$ cat config.mk
export PLATFORM = sky130hd
export DESIGN_NAME = dmem_channel_arbiter_flat
export DESIGN_NICKNAME = d
export VERILOG_FILES = /design/src/rtl/dmem_channel_arbiter_if.sv /design/src/rtl/dmem_channel_arbiter.sv /design/src/flat_wrapper.sv
export SDC_FILE = /design/constraint.sdc
export NUM_CORES = 1
export LEC_CHECK = 0
export ABC_AREA = 1
export BUFFER_PORTS_ARGS = -buffer_cell sky130_fd_sc_hd__buf_2
export CORE_ASPECT_RATIO = 0.9
export CORE_MARGIN = 3
export CORE_UTILIZATION = 25
export DETAILED_ROUTE_END_ITERATION = 6
export GPL_TIMING_DRIVEN = 0
export MAX_ROUTING_LAYER = met4
export PLACE_DENSITY_LB_ADDON = 0.3
export SETUP_SLACK_MARGIN = 0.1
export SYNTH_ARGS = -nofsm -noshare
export SYNTH_HDL_FRONTEND = slang
export SYNTH_SLANG_ARGS = --single-unit
$ cat constraint.sdc
create_clock -name clk -period 17.4 [get_ports clk]
set_input_delay 0 -clock clk [delete_from_list [all_inputs] [get_ports clk]]
set_output_delay 0 -clock clk [all_outputs]
set_load 0.03 [all_outputs]
$ cat src/rtl/dmem_channel_arbiter_if.sv
// Bundles the LSU-side and memory-side request/response signals of the data-memory arbiter.
// The master modport is the arbiter's view; slave is the cores' and memory's view.
interface dmem_channel_arbiter_if #(
    parameter int ADDR_BITS     = 8,
    parameter int DATA_BITS     = 8,
    parameter int NUM_CONSUMERS = 8,
    parameter int NUM_CHANNELS  = 4
);
    logic [NUM_CONSUMERS-1:0] consumer_read_valid;
    logic [ADDR_BITS-1:0]     consumer_read_address  [NUM_CONSUMERS];
    logic [NUM_CONSUMERS-1:0] consumer_read_ready;
    logic [DATA_BITS-1:0]     consumer_read_data     [NUM_CONSUMERS];
    logic [NUM_CONSUMERS-1:0] consumer_write_valid;
    logic [ADDR_BITS-1:0]     consumer_write_address [NUM_CONSUMERS];
    logic [DATA_BITS-1:0]     consumer_write_data    [NUM_CONSUMERS];
    logic [NUM_CONSUMERS-1:0] consumer_write_ready;

    logic [NUM_CHANNELS-1:0]  mem_read_valid;
    logic [ADDR_BITS-1:0]     mem_read_address  [NUM_CHANNELS];
    logic [NUM_CHANNELS-1:0]  mem_read_ready;
    logic [DATA_BITS-1:0]     mem_read_data     [NUM_CHANNELS];
    logic [NUM_CHANNELS-1:0]  mem_write_valid;
    logic [ADDR_BITS-1:0]     mem_write_address [NUM_CHANNELS];
    logic [DATA_BITS-1:0]     mem_write_data    [NUM_CHANNELS];
    logic [NUM_CHANNELS-1:0]  mem_write_ready;

    modport master (
        input  consumer_read_valid, consumer_read_address,
        input  consumer_write_valid, consumer_write_address, consumer_write_data,
        output consumer_read_ready, consumer_read_data, consumer_write_ready,
        output mem_read_valid, mem_read_address,
        output mem_write_valid, mem_write_address, mem_write_data,
        input  mem_read_ready, mem_read_data, mem_write_ready
    );

    modport slave (
        output consumer_read_valid, consumer_read_address,
        output consumer_write_valid, consumer_write_address, consumer_write_data,
        input  consumer_read_ready, consumer_read_data, consumer_write_ready,
        input  mem_read_valid, mem_read_address,
        input  mem_write_valid, mem_write_address, mem_write_data,
        output mem_read_ready, mem_read_data, mem_write_ready
    );
endinterface

$ cat src/rtl/dmem_channel_arbiter.sv
// Round-robin arbiter that maps LSU read/write requests onto a set of data-memory channels,
// each channel running its own request -> memory wait -> consumer relay sequence.
module dmem_channel_arbiter #(
    parameter int ADDR_BITS     = 8,
    parameter int DATA_BITS     = 8,
    parameter int NUM_CONSUMERS = 8,
    parameter int NUM_CHANNELS  = 4
) (
    input  logic                  clk,
    input  logic                  reset,
    dmem_channel_arbiter_if.master bus
);
    localparam int CW = (NUM_CONSUMERS > 1) ? $clog2(NUM_CONSUMERS) : 1;

    typedef enum logic [2:0] {
        IDLE,
        READ_WAITING,
        WRITE_WAITING,
        READ_RELAYING,
        WRITE_RELAYING
    } state_t;

    state_t                   state [NUM_CHANNELS];
    logic [CW-1:0]            owner [NUM_CHANNELS];
    logic [NUM_CONSUMERS-1:0] claimed;
    logic [CW-1:0]            rr_ptr;

    logic                     grant_valid [NUM_CHANNELS];
    logic [CW-1:0]            grant_idx   [NUM_CHANNELS];
    logic                     any_grant;
    logic [CW-1:0]            last_grant;

    // Idle channels pick in ascending order; each pick is hidden from higher channels this cycle.
    always_comb begin
        logic [NUM_CONSUMERS-1:0] taken;
        logic [CW-1:0]            cand;
        taken      = claimed;
        cand       = '0;
        any_grant  = 1'b0;
        last_grant = '0;
        for (int ch = 0; ch < NUM_CHANNELS; ch++) begin
            grant_valid[ch] = 1'b0;
            grant_idx[ch]   = '0;
            if (state[ch] == IDLE) begin
                for (int i = 0; i < NUM_CONSUMERS; i++) begin
                    cand = CW'((int'(rr_ptr) + i) % NUM_CONSUMERS);
                    if (!grant_valid[ch] && !taken[cand] &&
                        (bus.consumer_read_valid[cand] || bus.consumer_write_valid[cand])) begin
                        grant_valid[ch] = 1'b1;
                        grant_idx[ch]   = cand;
                    end
                end
                if (grant_valid[ch]) begin
                    taken[grant_idx[ch]] = 1'b1;
                    any_grant            = 1'b1;
                    last_grant           = grant_idx[ch];
                end
            end
        end
    end

    always_ff @(posedge clk) begin
        if (reset) begin
            claimed                  <= '0;
            rr_ptr                   <= '0;
            bus.consumer_read_ready  <= '0;
            bus.consumer_write_ready <= '0;
            bus.mem_read_valid       <= '0;
            bus.mem_write_valid      <= '0;
            for (int c = 0; c < NUM_CONSUMERS; c++) begin
                bus.consumer_read_data[c] <= {DATA_BITS{1'b0}};
            end
            for (int ch = 0; ch < NUM_CHANNELS; ch++) begin
                state[ch]                 <= IDLE;
                owner[ch]                 <= '0;
                bus.mem_read_address[ch]  <= {ADDR_BITS{1'b0}};
                bus.mem_write_address[ch] <= {ADDR_BITS{1'b0}};
                bus.mem_write_data[ch]    <= {DATA_BITS{1'b0}};
            end
        end else begin
            if (any_grant) begin
                rr_ptr <= CW'((int'(last_grant) + 1) % NUM_CONSUMERS);
            end
            for (int ch = 0; ch < NUM_CHANNELS; ch++) begin
                unique case (state[ch])
                    IDLE: begin
                        if (grant_valid[ch]) begin
                            owner[ch]                <= grant_idx[ch];
                            claimed[grant_idx[ch]]   <= 1'b1;
                            // A consumer raising both requests is served as a read first.
                            if (bus.consumer_read_valid[grant_idx[ch]]) begin
                                bus.mem_read_valid[ch]   <= 1'b1;
                                bus.mem_read_address[ch] <= bus.consumer_read_address[grant_idx[ch]];
                                state[ch]                <= READ_WAITING;
                            end else begin
                                bus.mem_write_valid[ch]   <= 1'b1;
                                bus.mem_write_address[ch] <= bus.consumer_write_address[grant_idx[ch]];
                                bus.mem_write_data[ch]    <= bus.consumer_write_data[grant_idx[ch]];
                                state[ch]                 <= WRITE_WAITING;
                            end
                        end
                    end
                    READ_WAITING: begin
                        if (bus.mem_read_ready[ch]) begin
                            bus.mem_read_valid[ch]               <= 1'b0;
                            bus.consumer_read_ready[owner[ch]]   <= 1'b1;
                            bus.consumer_read_data[owner[ch]]    <= bus.mem_read_data[ch];
                            state[ch]                            <= READ_RELAYING;
                        end
                    end
                    WRITE_WAITING: begin
                        if (bus.mem_write_ready[ch]) begin
                            bus.mem_write_valid[ch]              <= 1'b0;
                            bus.consumer_write_ready[owner[ch]]  <= 1'b1;
                            state[ch]                            <= WRITE_RELAYING;
                        end
                    end
                    READ_RELAYING: begin
                        if (!bus.consumer_read_valid[owner[ch]]) begin
                            bus.consumer_read_ready[owner[ch]] <= 1'b0;
                            claimed[owner[ch]]                 <= 1'b0;
                            state[ch]                          <= IDLE;
                        end
                    end
                    WRITE_RELAYING: begin
                        if (!bus.consumer_write_valid[owner[ch]]) begin
                            bus.consumer_write_ready[owner[ch]] <= 1'b0;
                            claimed[owner[ch]]                  <= 1'b0;
                            state[ch]                           <= IDLE;
                        end
                    end
                    default: state[ch] <= IDLE;
                endcase
            end
        end
    end
endmodule
$ cat src/flat_wrapper.sv
// flat-port wrapper written by rule: the top's interface ports become plain ports
module dmem_channel_arbiter_flat 
#(
    parameter int ADDR_BITS     = 8,
    parameter int DATA_BITS     = 8,
    parameter int NUM_CONSUMERS = 8,
    parameter int NUM_CHANNELS  = 4
)
  (clk, reset, bus_consumer_read_valid, bus_consumer_read_address, bus_consumer_write_valid, bus_consumer_write_address, bus_consumer_write_data, bus_consumer_read_ready, bus_consumer_read_data, bus_consumer_write_ready, bus_mem_read_valid, bus_mem_read_address, bus_mem_write_valid, bus_mem_write_address, bus_mem_write_data, bus_mem_read_ready, bus_mem_read_data, bus_mem_write_ready);
  dmem_channel_arbiter_if #(.ADDR_BITS(ADDR_BITS), .DATA_BITS(DATA_BITS), .NUM_CONSUMERS(NUM_CONSUMERS), .NUM_CHANNELS(NUM_CHANNELS)) bus_i ();
  input  logic clk;
  input  logic reset;
  input wire logic [$bits(bus_i.consumer_read_valid)-1:0] bus_consumer_read_valid;
  input wire logic [$bits(bus_i.consumer_read_address)-1:0] bus_consumer_read_address;
  input wire logic [$bits(bus_i.consumer_write_valid)-1:0] bus_consumer_write_valid;
  input wire logic [$bits(bus_i.consumer_write_address)-1:0] bus_consumer_write_address;
  input wire logic [$bits(bus_i.consumer_write_data)-1:0] bus_consumer_write_data;
  output wire logic [$bits(bus_i.consumer_read_ready)-1:0] bus_consumer_read_ready;
  output wire logic [$bits(bus_i.consumer_read_data)-1:0] bus_consumer_read_data;
  output wire logic [$bits(bus_i.consumer_write_ready)-1:0] bus_consumer_write_ready;
  output wire logic [$bits(bus_i.mem_read_valid)-1:0] bus_mem_read_valid;
  output wire logic [$bits(bus_i.mem_read_address)-1:0] bus_mem_read_address;
  output wire logic [$bits(bus_i.mem_write_valid)-1:0] bus_mem_write_valid;
  output wire logic [$bits(bus_i.mem_write_address)-1:0] bus_mem_write_address;
  output wire logic [$bits(bus_i.mem_write_data)-1:0] bus_mem_write_data;
  input wire logic [$bits(bus_i.mem_read_ready)-1:0] bus_mem_read_ready;
  input wire logic [$bits(bus_i.mem_read_data)-1:0] bus_mem_read_data;
  input wire logic [$bits(bus_i.mem_write_ready)-1:0] bus_mem_write_ready;
  assign bus_i.consumer_read_valid = bus_consumer_read_valid;
  assign bus_i.consumer_read_address = {>>{bus_consumer_read_address}};
  assign bus_i.consumer_write_valid = bus_consumer_write_valid;
  assign bus_i.consumer_write_address = {>>{bus_consumer_write_address}};
  assign bus_i.consumer_write_data = {>>{bus_consumer_write_data}};
  assign bus_consumer_read_ready = bus_i.consumer_read_ready;
  assign bus_consumer_read_data = {>>{bus_i.consumer_read_data}};
  assign bus_consumer_write_ready = bus_i.consumer_write_ready;
  assign bus_mem_read_valid = bus_i.mem_read_valid;
  assign bus_mem_read_address = {>>{bus_i.mem_read_address}};
  assign bus_mem_write_valid = bus_i.mem_write_valid;
  assign bus_mem_write_address = {>>{bus_i.mem_write_address}};
  assign bus_mem_write_data = {>>{bus_i.mem_write_data}};
  assign bus_i.mem_read_ready = bus_mem_read_ready;
  assign bus_i.mem_read_data = {>>{bus_mem_read_data}};
  assign bus_i.mem_write_ready = bus_mem_write_ready;
  dmem_channel_arbiter #(.ADDR_BITS(ADDR_BITS), .DATA_BITS(DATA_BITS), .NUM_CONSUMERS(NUM_CONSUMERS), .NUM_CHANNELS(NUM_CHANNELS)) u_core (.clk(clk), .reset(reset), .bus(bus_i));
endmodule
==> out/qor.tcl <==
set qor(run_status) {complete, but fails checks}
set qor(failed_checks) {DRC, capacitance limit, slew limit}
set qor(detail_route.first_pass.iterations) 7
set qor(placed_cells) 5389
set qor(post_synthesis_cells) 3829
set qor(synth_edf_count) 24
set qor(post_cts_resized) 0
set qor(globalRoute.totalOverflow) 0
set qor(endpoint_kind) {flip-flop}
set qor(clk_pin_slew_worst_paths_ns) 0.07
set qor(cp-start-kind) {flip-flop}
set qor(detail_route.wl_per_cell_um) 27.4
set qor(grt_max_degree) 16
set qor(area.sequential_mm2) 0.00462
set qor(grt_setup_unrepaired) {false}
set qor(post-synth-top-area-fraction) 0.177
set qor(antenna_violation_net_count_after_detailed_routing) 0
set qor(num_vias) 33300
set qor(max-slew-margin-rel) -0.0275
set qor(tritoncts) {built}
set qor(report.final.hold_viol_count) 0
set qor(floorplan.core_area_mm2) 0.0868
set qor(hold_path_class) {in2reg}
set qor(synth-warning-count) 0
set qor(worst_slack_ns) 4.21
set qor(syn-cell-area_mm2) 0.0221
set qor(critical_path.slowest_cell) {sky130_fd_sc_hd__nor2_1}
set qor(timing.critical_path.required_ns) 17.91
set qor(placement_rows) 102
set qor(cts.sinks) 219
set qor(portBuffers) 415
set qor(cell_with_the_most_instances_after_synthesis) {sky130_fd_sc_hd__nand2_1}
set qor(routabilityCongestion) 1.07
set qor(post-route-period-util) 0.758
set qor(synth_top_cells_by_area) {sky130_fd_sc_hd__dfxtp_1, sky130_fd_sc_hd__nand2_1, sky130_fd_sc_hd__o21ai_0}
set qor(chipHeight_um) 288
set qor(clock_tree.root_cell) {sky130_fd_sc_hd__clkbuf_16}
set qor(syn-mean-instance-area_um2) 5.76
set qor(ys.flop_type) {sky130_fd_sc_hd__dfxtp_1}
set qor(timing.clock.skew_ns) 0.0289
set qor(cpMostUsedCell) {sky130_fd_sc_hd__nand2_1}
set qor(grt_antenna_before_repair) 13
set qor(final_period_minus_worst_setup_slack_ns) 13.19
set qor(synthToLayoutAreaGrowth_pct) 29.8
set qor(place_hpwl_mm) 117
set qor(yosys-top-cells-count) {sky130_fd_sc_hd__nand2_1, sky130_fd_sc_hd__o21ai_0, sky130_fd_sc_hd__inv_1, sky130_fd_sc_hd__a21oi_1, sky130_fd_sc_hd__nor2_1}
set qor(hold_ws_ns) 0.0201
set qor(maxSlewViolCount) 2
set qor(chipWidth_um) 319
set qor(slowest_stage_delay_on_critical_path_ns) 1.11
set qor(postSynthNetCount) 4082
set qor(timing_worst_slew_pin_value_ns) 1.50
set qor(grt_pass1_vias) 30600
set qor(finalNetCount) 4728
set qor(grt_pass1_wl_mm) 216
set qor(maximum_fanout_encountered_on_the_critical_timing_path) 10
set qor(yosys.cell_types.count) 64
set qor(fin_setup_tns_ns) 0
set qor(multi_input_area_mm2) 0.0148
set qor(setup_viol_count_final) 0
set qor(design.die.area_mm2) 0.0919
set qor(cell_count_final_fillers_out) 5655
set qor(dr.first_iter.drc_count) 5116
set qor(grt_total_usage) 0.328
set qor(postSynthRegisterBits) 219
set qor(cts-root-to-sink-buffers) 3
set qor(drc_errors) 4
set qor(worstSetupPathType) {reg2reg}
set qor(achievable-frequency_mhz) 75.8
set qor(pre_cts_ws_ns) 5.24
set qor(routed_via_density) 5.90
set qor(critPathArrivalTime_ns) 13.71
set qor(htree_levels) 1
set qor(floorplan.io_pins) 434
set qor(post_cts_hold_fix_bufs) 198
set qor(seq_total_area_yosys) 0.210
set qor(detail_route.wirelength_mm) 155
set qor(numCtsBuffers) 30
set qor(floorplan.initialDensity) 0.254
set qor(final.fill_count) 9951
set qor(post-cts-setup-buffers) 0
set qor(clkLatencyLatePin_ns) 0.64
set qor(synth_top_area_cell) {sky130_fd_sc_hd__dfxtp_1}
set qor(asyncSetResetFlopFracSynth) 0
set qor(share_of_cells_above_drive_strength_1) 0.140
set qor(timing.max_cap.violations) 1
layout by cell type, fill, tap and decap left out, types with 33 or more instances in the layout:
master	count
sky130_fd_sc_hd__nand2_1	918
sky130_fd_sc_hd__o21ai_0	509
sky130_fd_sc_hd__buf_2	450
sky130_fd_sc_hd__inv_1	400
sky130_fd_sc_hd__a21oi_1	379
sky130_fd_sc_hd__nor2_1	268
sky130_fd_sc_hd__nand3_1	220
sky130_fd_sc_hd__dlygate4sd3_1	198
sky130_fd_sc_hd__dfxtp_1	195
sky130_fd_sc_hd__clkbuf_1	164
sky130_fd_sc_hd__o211ai_1	95
sky130_fd_sc_hd__nor3_1	82
sky130_fd_sc_hd__a221oi_1	80
sky130_fd_sc_hd__o21ai_1	74
sky130_fd_sc_hd__a211oi_1	40
sky130_fd_sc_hd__o22ai_1	34
sky130_fd_sc_hd__nand4_1	33
stage by stage:
step | instance area [µm²] | utilization
floorplan | 22100 | -
finish | 28600 | 0.330
global route | 28600 | 0.330
global placement | 25600 | 0.295
CTS | 28600 | 0.330
detailed placement | 25600 | 0.295
cells by family (layout without fill, tap and decap cells):
logic type,after synthesis,count (layout),synth area share
xor gates and xnor gates,4,4,0.00312
DFF,219,219,0.210
adders and majority gates,3,3,0.00170
other,0,12,0
and+or+nand+nor,1600,1600,0.313
buffers and inverters,669,1339,0.121
AOI/OAI and AO/OA,1334,1334,0.352
per-layer routing:
layer,GRT usage,part of all wire,up-vias
li1,-,-,14500
met1,0.398,0.38,15400
met2,0.470,0.41,2737
met3,0.0987,0.13,685
met4,0.210,0.078,0
met5,-,0,-
flip-flops by register name (all words and copies together) (netlist names), 12 cells and up:
name,cells
u_core.bus.consumer_read_data,64
u_core.bus.mem_read_address,32
u_core.bus.mem_write_address,32
u_core.bus.mem_write_data,32
u_core.owner,12
u_core.state,12
worst max-delay path, delay by kind of cell (launching register included):
kind	cells	cell delay (ns)
AND/OR/NAND/NOR	36	6.36
buffers and inverters	14	4.93
adder cells (fa/ha/maj)	1	0.40
flip-flops	1	0.41
AO/OA/AOI/OAI	5	0.94
worst paths after layout:
check                           slack (ns)                              end                           from  cells past startpoint
worst max-delay path                  4.21     u_core.bus.mem_write_data[9]               u_core.rr_ptr[0]                     56
worst min-delay path                  0.02  u_core.bus.mem_read_address[11]  bus_consumer_read_address[19]                      5
worst max register to register        4.21     u_core.bus.mem_write_data[9]               u_core.rr_ptr[0]                     56
worst min register to register        0.47    u_core.bus.mem_write_valid[3]  u_core.bus.mem_write_valid[3]                      2
area by class of cell:
type	instances	area share
buffer	235	0.0361
antenna	12	0.00105
timing repair buffer	614	0.142
sequential	219	0.161
inverter	434	0.0569
clock inverter	15	0.00524
clock buffer	41	0.0308
multi-input combinational	2941	0.516
tap	1144	0.0500
Power is left out: the tool's default activity adds up to more than one toggle a clock period on the data nets, which glitch-free logic cannot reach.
